**src/rtl/tdm_pkg.sv**
```systemverilog
// tdm_pkg: shared constants and FSM state type for the TDM demultiplexer.
package tdm_pkg;
  localparam int N_CH      = 4;
  localparam int SEL_W     = 2;
  localparam int ERR_CNT_W = 8;
  typedef enum logic {HUNT, RUN} state_t;
endpackage

```
**src/rtl/tdm_slot_ctr.sv**
```systemverilog
// tdm_slot_ctr: wrapping slot counter; load1 restarts at slot 1 after a slot-0 beat.
module tdm_slot_ctr
  import tdm_pkg::*;
(
  input  logic             clk,
  input  logic             rst_n,
  input  logic             inc,
  input  logic             load1,
  output logic [SEL_W-1:0] slot
);
  always_ff @(posedge clk or negedge rst_n)
    if (!rst_n) slot <= '0;
    else if (load1) slot <= SEL_W'(1);
    else if (inc) slot <= slot + 1'b1;
endmodule

```
**src/rtl/tdm_demux4.sv**
```systemverilog
// tdm_demux4: 1-to-4 TDM demultiplexer that reassembles four slot beats into one frame.
// Define TDM_DEMUX_ERR_CNT_EN to add err_cnt, a saturating count of sync_err pulses.
module tdm_demux4
  import tdm_pkg::*;
#(
  parameter int WIDTH = 1
) (
  input  logic                  clk,
  input  logic                  rst_n,
  input  logic                  din_valid,
  input  logic [WIDTH-1:0]      din,
  input  logic                  frame_start,
`ifdef TDM_DEMUX_ERR_CNT_EN
  output logic [ERR_CNT_W-1:0]  err_cnt,
`endif
  output logic [SEL_W-1:0]      sel,
  output logic [N_CH*WIDTH-1:0] d,
  output logic                  d_valid,
  output logic                  locked,
  output logic                  sync_err
);
  state_t state_q, state_d;
  logic [WIDTH-1:0] stage [N_CH-1];
  logic inc, load1, stage_we, publish, err;
  logic [SEL_W-1:0] wr_idx;
  tdm_slot_ctr u_slot_ctr (
    .clk   (clk),
    .rst_n (rst_n),
    .inc   (inc),
    .load1 (load1),
    .slot  (sel)
  );
  always_comb begin
    err      = din_valid && state_q == RUN && frame_start && sel != '0;
    load1    = err || (din_valid && state_q == HUNT && frame_start);
    inc      = din_valid && state_q == RUN && !err;
    publish  = inc && sel == SEL_W'(N_CH - 1);
    stage_we = load1 || (inc && !publish);
    wr_idx   = load1 ? '0 : sel;
    state_d  = load1 ? RUN : state_q;
  end
  always_ff @(posedge clk or negedge rst_n)
    if (!rst_n) begin
      state_q  <= HUNT;
      d        <= '0;
      d_valid  <= 1'b0;
      sync_err <= 1'b0;
      for (int i = 0; i < N_CH - 1; i++) stage[i] <= '0;
    end else begin
      state_q  <= state_d;
      d_valid  <= publish;
      sync_err <= err;
      if (stage_we) stage[wr_idx] <= din;
      if (publish) begin
        for (int i = 0; i < N_CH - 1; i++) d[i*WIDTH +: WIDTH] <= stage[i];
        d[(N_CH-1)*WIDTH +: WIDTH] <= din;
      end
    end
  assign locked = state_q == RUN;
`ifdef TDM_DEMUX_ERR_CNT_EN
  always_ff @(posedge clk or negedge rst_n)
    if (!rst_n) err_cnt <= '0;
    else if (err && err_cnt != '1) err_cnt <= err_cnt + 1'b1;
`endif
endmodule

```
**config.mk**
```make
export PLATFORM = sky130hd
export DESIGN_NAME = tdm_demux4
export DESIGN_NICKNAME = d
export VERILOG_FILES = /design/src/rtl/tdm_pkg.sv /design/src/rtl/tdm_slot_ctr.sv /design/src/rtl/tdm_demux4.sv
export SDC_FILE = /design/constraint.sdc
export NUM_CORES = 1
export LEC_CHECK = 0
export CORE_AREA = 3 3 40 42
export CTS_CLUSTER_DIAMETER = 100
export DETAILED_ROUTE_END_ITERATION = 10
export DIE_AREA = 0 0 43 45
export GPL_TIMING_DRIVEN = 0
export PLACE_DENSITY = 0.72
export SKIP_LAST_GASP = 1
export SLEW_MARGIN = 20
export SYNTH_ARGS = -nofsm -noshare
export SYNTH_HDL_FRONTEND = slang
export SYNTH_SLANG_ARGS = --single-unit
```
**constraint.sdc**
```tcl
create_clock -name clk -period 4.05 [get_ports clk]
set_input_delay 0.405 -clock clk [delete_from_list [all_inputs] [get_ports clk]]
set_output_delay 0.405 -clock clk [all_outputs]
set_load 0.01 [all_outputs]
```
# Yosys cells after proc, flatten, opt, wreduce, memory -nomap -nowiden
# Index checks and enable logic that the tools add are counted.
dict set report op_classes {
  addsub 1
  n_lt_le_gt_ge 2
  n_eq_ne 1
  n_mux 6
  bitwise_logic 2
  n_reduce_logical 15
}
# operator n
set ops {}
lappend ops {{$logic_and A1 B1 Y1} 9}
lappend ops {{$mux W2} 3}
lappend ops {{$reduce_bool A2 Y1} 2}
lappend ops {{$bwmux W3} 1}
lappend ops {{$ge A3 B3 Y1 const B} 1}
lappend ops {{$lt A3 B1 Y1 const B} 1}
lappend ops {{$not A2 Y3} 1}
lappend ops {{$add A2 B1 Y2 const B} 1}
lappend ops {{$demux W1 S2} 1}
lappend ops {{$eq A2 B2 Y1 const B} 1}
lappend ops {{$logic_not A1 Y1} 2}
lappend ops {{$logic_or A1 B1 Y1} 2}
lappend ops {{$mux W1} 1}
lappend ops {{$not A1 Y1} 1}
dict set report word_totals {
  ff_bits 12
  word_cells 35
}

# Depth between registers and ports, before layout
dict set report depth {
  word_depth 11
  depth_mapped 6
  mapped_depth_nobuf 5
}

# Hierarchy
# A second synthesis with hierarchy kept.
dict set report unflattened {
  hier_cells 38
  hier_area_um2 526.8
}
# mod instances cells_each area_per_inst_um2
set by_module_without_submodules {}
lappend by_module_without_submodules {tdm_demux4 1 30 426.7}
lappend by_module_without_submodules {tdm_slot_ctr 1 8 100.1}

# Least setup slack after synthesis
# OpenSTA, ideal clock, no wires.
dict set report synth_path {
  path_kind {reg2reg}
  start {register u_slot_ctr.slot[0]}
  end {register d[0]}
  arrival_time_ps 1607
  t_required_ps 3925
  setup_slack_ps 2318
  stages_incl_launch_ff 7
  cell_sequence {dfrtp_1 > inv_1 > ha_1 > nor2b_4 > or3b_1 > buf_6 > mux2_4}
}
dict set report synth_via {
  elab_chain_cells 5
  elab_cells_between_ends 6
  cone_classes {eq/ne (1); reduce/logical (5)}
}
# item line_no
set synth_lines {}
lappend synth_lines {{start: declaration} tdm_slot_ctr.sv:9} ;# output logic [SEL_W-1:0] slot
lappend synth_lines {{start signal: assignment} tdm_slot_ctr.sv:14} ;# else if (inc) slot <= slot + 1'b1;
lappend synth_lines {{$reduce_bool A2 Y1} tdm_demux4.sv:34} ;# err = din_valid && state_q == RUN && frame_start && sel != '0;
lappend synth_lines {{$logic_and A1 B1 Y1} tdm_demux4.sv:34}
lappend synth_lines {{$logic_not A1 Y1} tdm_demux4.sv:36} ;# inc = din_valid && state_q == RUN && !err;
lappend synth_lines {{$logic_and A1 B1 Y1} tdm_demux4.sv:36}
lappend synth_lines {{$logic_and A1 B1 Y1 *} tdm_demux4.sv:37} ;# publish = inc && sel == SEL_W'(N_CH - 1);
lappend synth_lines {{end signal: indexed assignment} tdm_demux4.sv:56} ;# d[(N_CH-1)*WIDTH +: WIDTH] <= din;
lappend synth_lines {{end: declaration} tdm_demux4.sv:17} ;# output logic [N_CH*WIDTH-1:0] d,
# Every way passes the cells marked *; elsewhere a longest branch is shown, timed or not.
# A chain may end at the register's enable or synchronous reset.

# Worst setup path in the final report
dict set report layout_path {
  start {register u_slot_ctr.slot[0]}
  end {register d[3]}
}
# Same word-level chain as after synthesis.

==> flow_summary.toml <==
[setup_path]
critPathSlowestCell = "dfrtp_1"
critical_path_required_ns = 4.20
worst-setup-path-type = "register to register"
path_cells = "inv_1 > ha_1 > nor2b_4 > or3b_1 > buf_6 > mux2_4"
r2r_cells = 6
worstPathArrival_ns = 1.94
cpPeakStageDelay_ns = 0.45
start_kind = "register"
cp_top_family = "flip-flops"
crit_fanout = 7
cp.depth = 6
path_buf_inv = 2
cp-end-kind = "register"

[drt]
ant_nets = 0
drt_wl_total_um = 914
wl_per_cell_um = 12.35
dr.pass1.iters = 2
drc = 0
drt_iter0_drc = 2
viasPerCell = 4.919
dr_total_vias = 364

[min_path]
holdCritPathClass = "primary input to asynchronous set/reset pin"

[synthesis]
ys_warn_count = 0
syn_area_um2 = 561.8
syn_inst = 42
ys_ff_latch = 12
synth-seq-area-share_pct = 53.45
synth_area_per_cell_um2 = 13.38
synth_nets = 49
synth.distinct_cells = 19

[clock_tree]
cts_hold_buf = 0
cts.path.max_buffers = 2
ctsResizeCount = 0
clock_sinks = 12
clkLatencyLatePin_ns = 0.26
cts_root_buf = "clkbuf_4"
cts_setup_buffers = 0
clk_pin_slew_ns = 0.08
cts_made_buffers = 3
cts_tree = "done"
h-tree-depth = 1

[sta]
period_share_pct = 44.13
rsz0062_at_grt = "no"
worst_pin_slew_ns = 0.5291
clock_skew_ns = 0.004695
slew_violations = 0
finalHoldViolations = 0
fin_crit_ns = 1.787
finalSetupTns_ns = 0
setup_ws_ns = 2.263
clock.fmax_mhz = 559.6
setup-violations-final = 0
maxSlewHeadroom_pct = 64.62

[die]
initial_core_util_pct = 43.72
die-area_um2 = 1935
core_region_area_um2 = 1285
io_pins = 14
rows = 13
die_y_um = 45
die_w_um = 43

[finish]
drive_above_1_share_pct = 27.12
antennaDiodeCount = 0
syn_to_final_growth_pct = 32.96
final_cells = 74
final_nets = 67

[job]
max_cap_violations = 0

[global_routing]
antenna_found_initial = 0
first_global_vias = 338
grt_overflow = 0
grt.total_usage_pct = 11.75
grt_pass1_wl_um = 1607
grt_max_degree = 13

[power]
static-leakage-power_nw = 0.3464
p_per_area_nw_per_um2 = 624.4
vdd_drop_max_v = 0.0003630

[placement]
place.gp.congestion = 0.7898
dpl.hpwl_um = 702.5
place_ws_ns = 2.034
dp_cells = 70
io_buffer_count = 13

[run_status]
status = "complete, no violations"
[layer usage]
metal	GRT usage (%)	part of all wire, %	up-vias
met5	0	0	-
met4	9.036	2.7	0
met3	2.390	5.0	2
met2	16.47	46	9
met1	15.87	46	169
li1	-	-	184
[logic make-up (layout without fill, tap and decap cells)]
logic type                 after synthesis  in the layout  synth area share [%]
muxes                                    7              7                 16.70
adders and majority gates                2              2                 4.454
AOI/OAI and AO/OA                        5              5                 6.905
buffers and inverters                    4             21                 4.009
and+or+nand+nor                         12             12                 14.48
DFF                                     12             12                 53.45
[per-stage QoR]
| step | total power, mW | util, % | hold WS (ns) | area (um2) |
|---|---|---|---|---|
| 6_report | 0.4664 | 58.13 | 0.4827 | 747.0 |
| 5_1_grt | 0.4980 | 58.13 | 0.5277 | 747.0 |
| 4_1_cts | 0.4740 | 58.13 | 0.5039 | 747.0 |
| 3_5_place_dp | 0.3801 | 55.31 | 0.4963 | 710.7 |
| 3_3_place_gp | 0.3727 | 55.31 | 0.4853 | 710.7 |
| 2_1_floorplan | 0.2980 | - | 0.1094 | 561.8 |
[power by group]
group          internal (mW)  leakage [nW]  switching [mW]  total, mW
registers              0.163         0.144          0.0273      0.191
logic                  0.118         0.181          0.0655      0.184
clock network         0.0545        0.0210          0.0376     0.0921
total                  0.336         0.346           0.130      0.466
[synth_stat cells (all sizes together)]
cell type / n / area [um2]
nor3: 1 / 5.000
nand2: 2 / 10.01
dfrtp: 12 / 300.3
o21a: 1 / 7.510
o2bb2ai: 1 / 8.760
a21o: 1 / 8.760
nor2b: 1 / 13.76
or3b: 1 / 8.760
and4b: 1 / 11.26
a32oi: 1 / 8.760
nor2: 4 / 15.01
mux2: 7 / 93.84
ha: 2 / 25.02
inv: 3 / 11.26
a21oi: 1 / 5.000
buf: 1 / 11.26
nor4b: 2 / 17.52
[area by class of cell]
| cell class | count | area (um2) |
|---|---|---|
| Fill cell | 114 | 538.0 |
| Sequential cell | 12 | 300.3 |
| Multi-Input combinational cell | 26 | 239.0 |
| Timing Repair Buffer | 13 | 130.1 |
| Clock buffer | 4 | 36.28 |
| Tap cell | 15 | 18.77 |
| Buffer | 1 | 11.26 |
| Inverter | 3 | 11.26 |
[registers in the layout (all words and copies together) (netlist names)]
name	flops
u_slot_ctr.slot	2
stage	3
locked	1
d	4
d_valid	1
sync_err	1
[worst paths after layout]
check                                               start          endpoint  slack [ns]
max in group asynchronous                           rst_n  d[2]$_DFFE_PN0P_        3.21
hold reg to reg                      stage[1]$_DFFE_PN0P_  d[1]$_DFFE_PN0P_        0.51
hold / removal                                      rst_n  d[3]$_DFFE_PN0P_        0.48
setup / recovery           u_slot_ctr.slot[0]$_DFFE_PN0P_  d[3]$_DFFE_PN0P_        2.26
min in group clk                     stage[1]$_DFFE_PN0P_  d[1]$_DFFE_PN0P_        0.51
setup reg to reg           u_slot_ctr.slot[0]$_DFFE_PN0P_  d[3]$_DFFE_PN0P_        2.26
[cell usage in the layout (no fill, tap or decap)]
master           count
mux2_2               3
nor2_1               4
clkdlybuf4s50_1     13
o2bb2ai_1            1
o21a_1               1
nand2_2              1
dfrtp_1             12
a21o_2               1
nor4b_1              2
clkbuf_4             3
nand2_1              1
mux2_4               4
nor2b_4              1
nor3_1               1
ha_1                 2
buf_6                1
a32oi_1              1
inv_1                3
or3b_1               1
and4b_2              1
clkbuf_8             1
a21oi_1              1
[worst reg2reg max path, delay by kind of cell (launching register included)]
family                     cells  cell delay, ns
and+or+nand+nor                2            0.46
muxes                          1            0.29
DFF                            1            0.45
buffers and inverters          2            0.26
adders and majority gates      1            0.23
No activity file was read; power rests on OpenSTA's default activity.
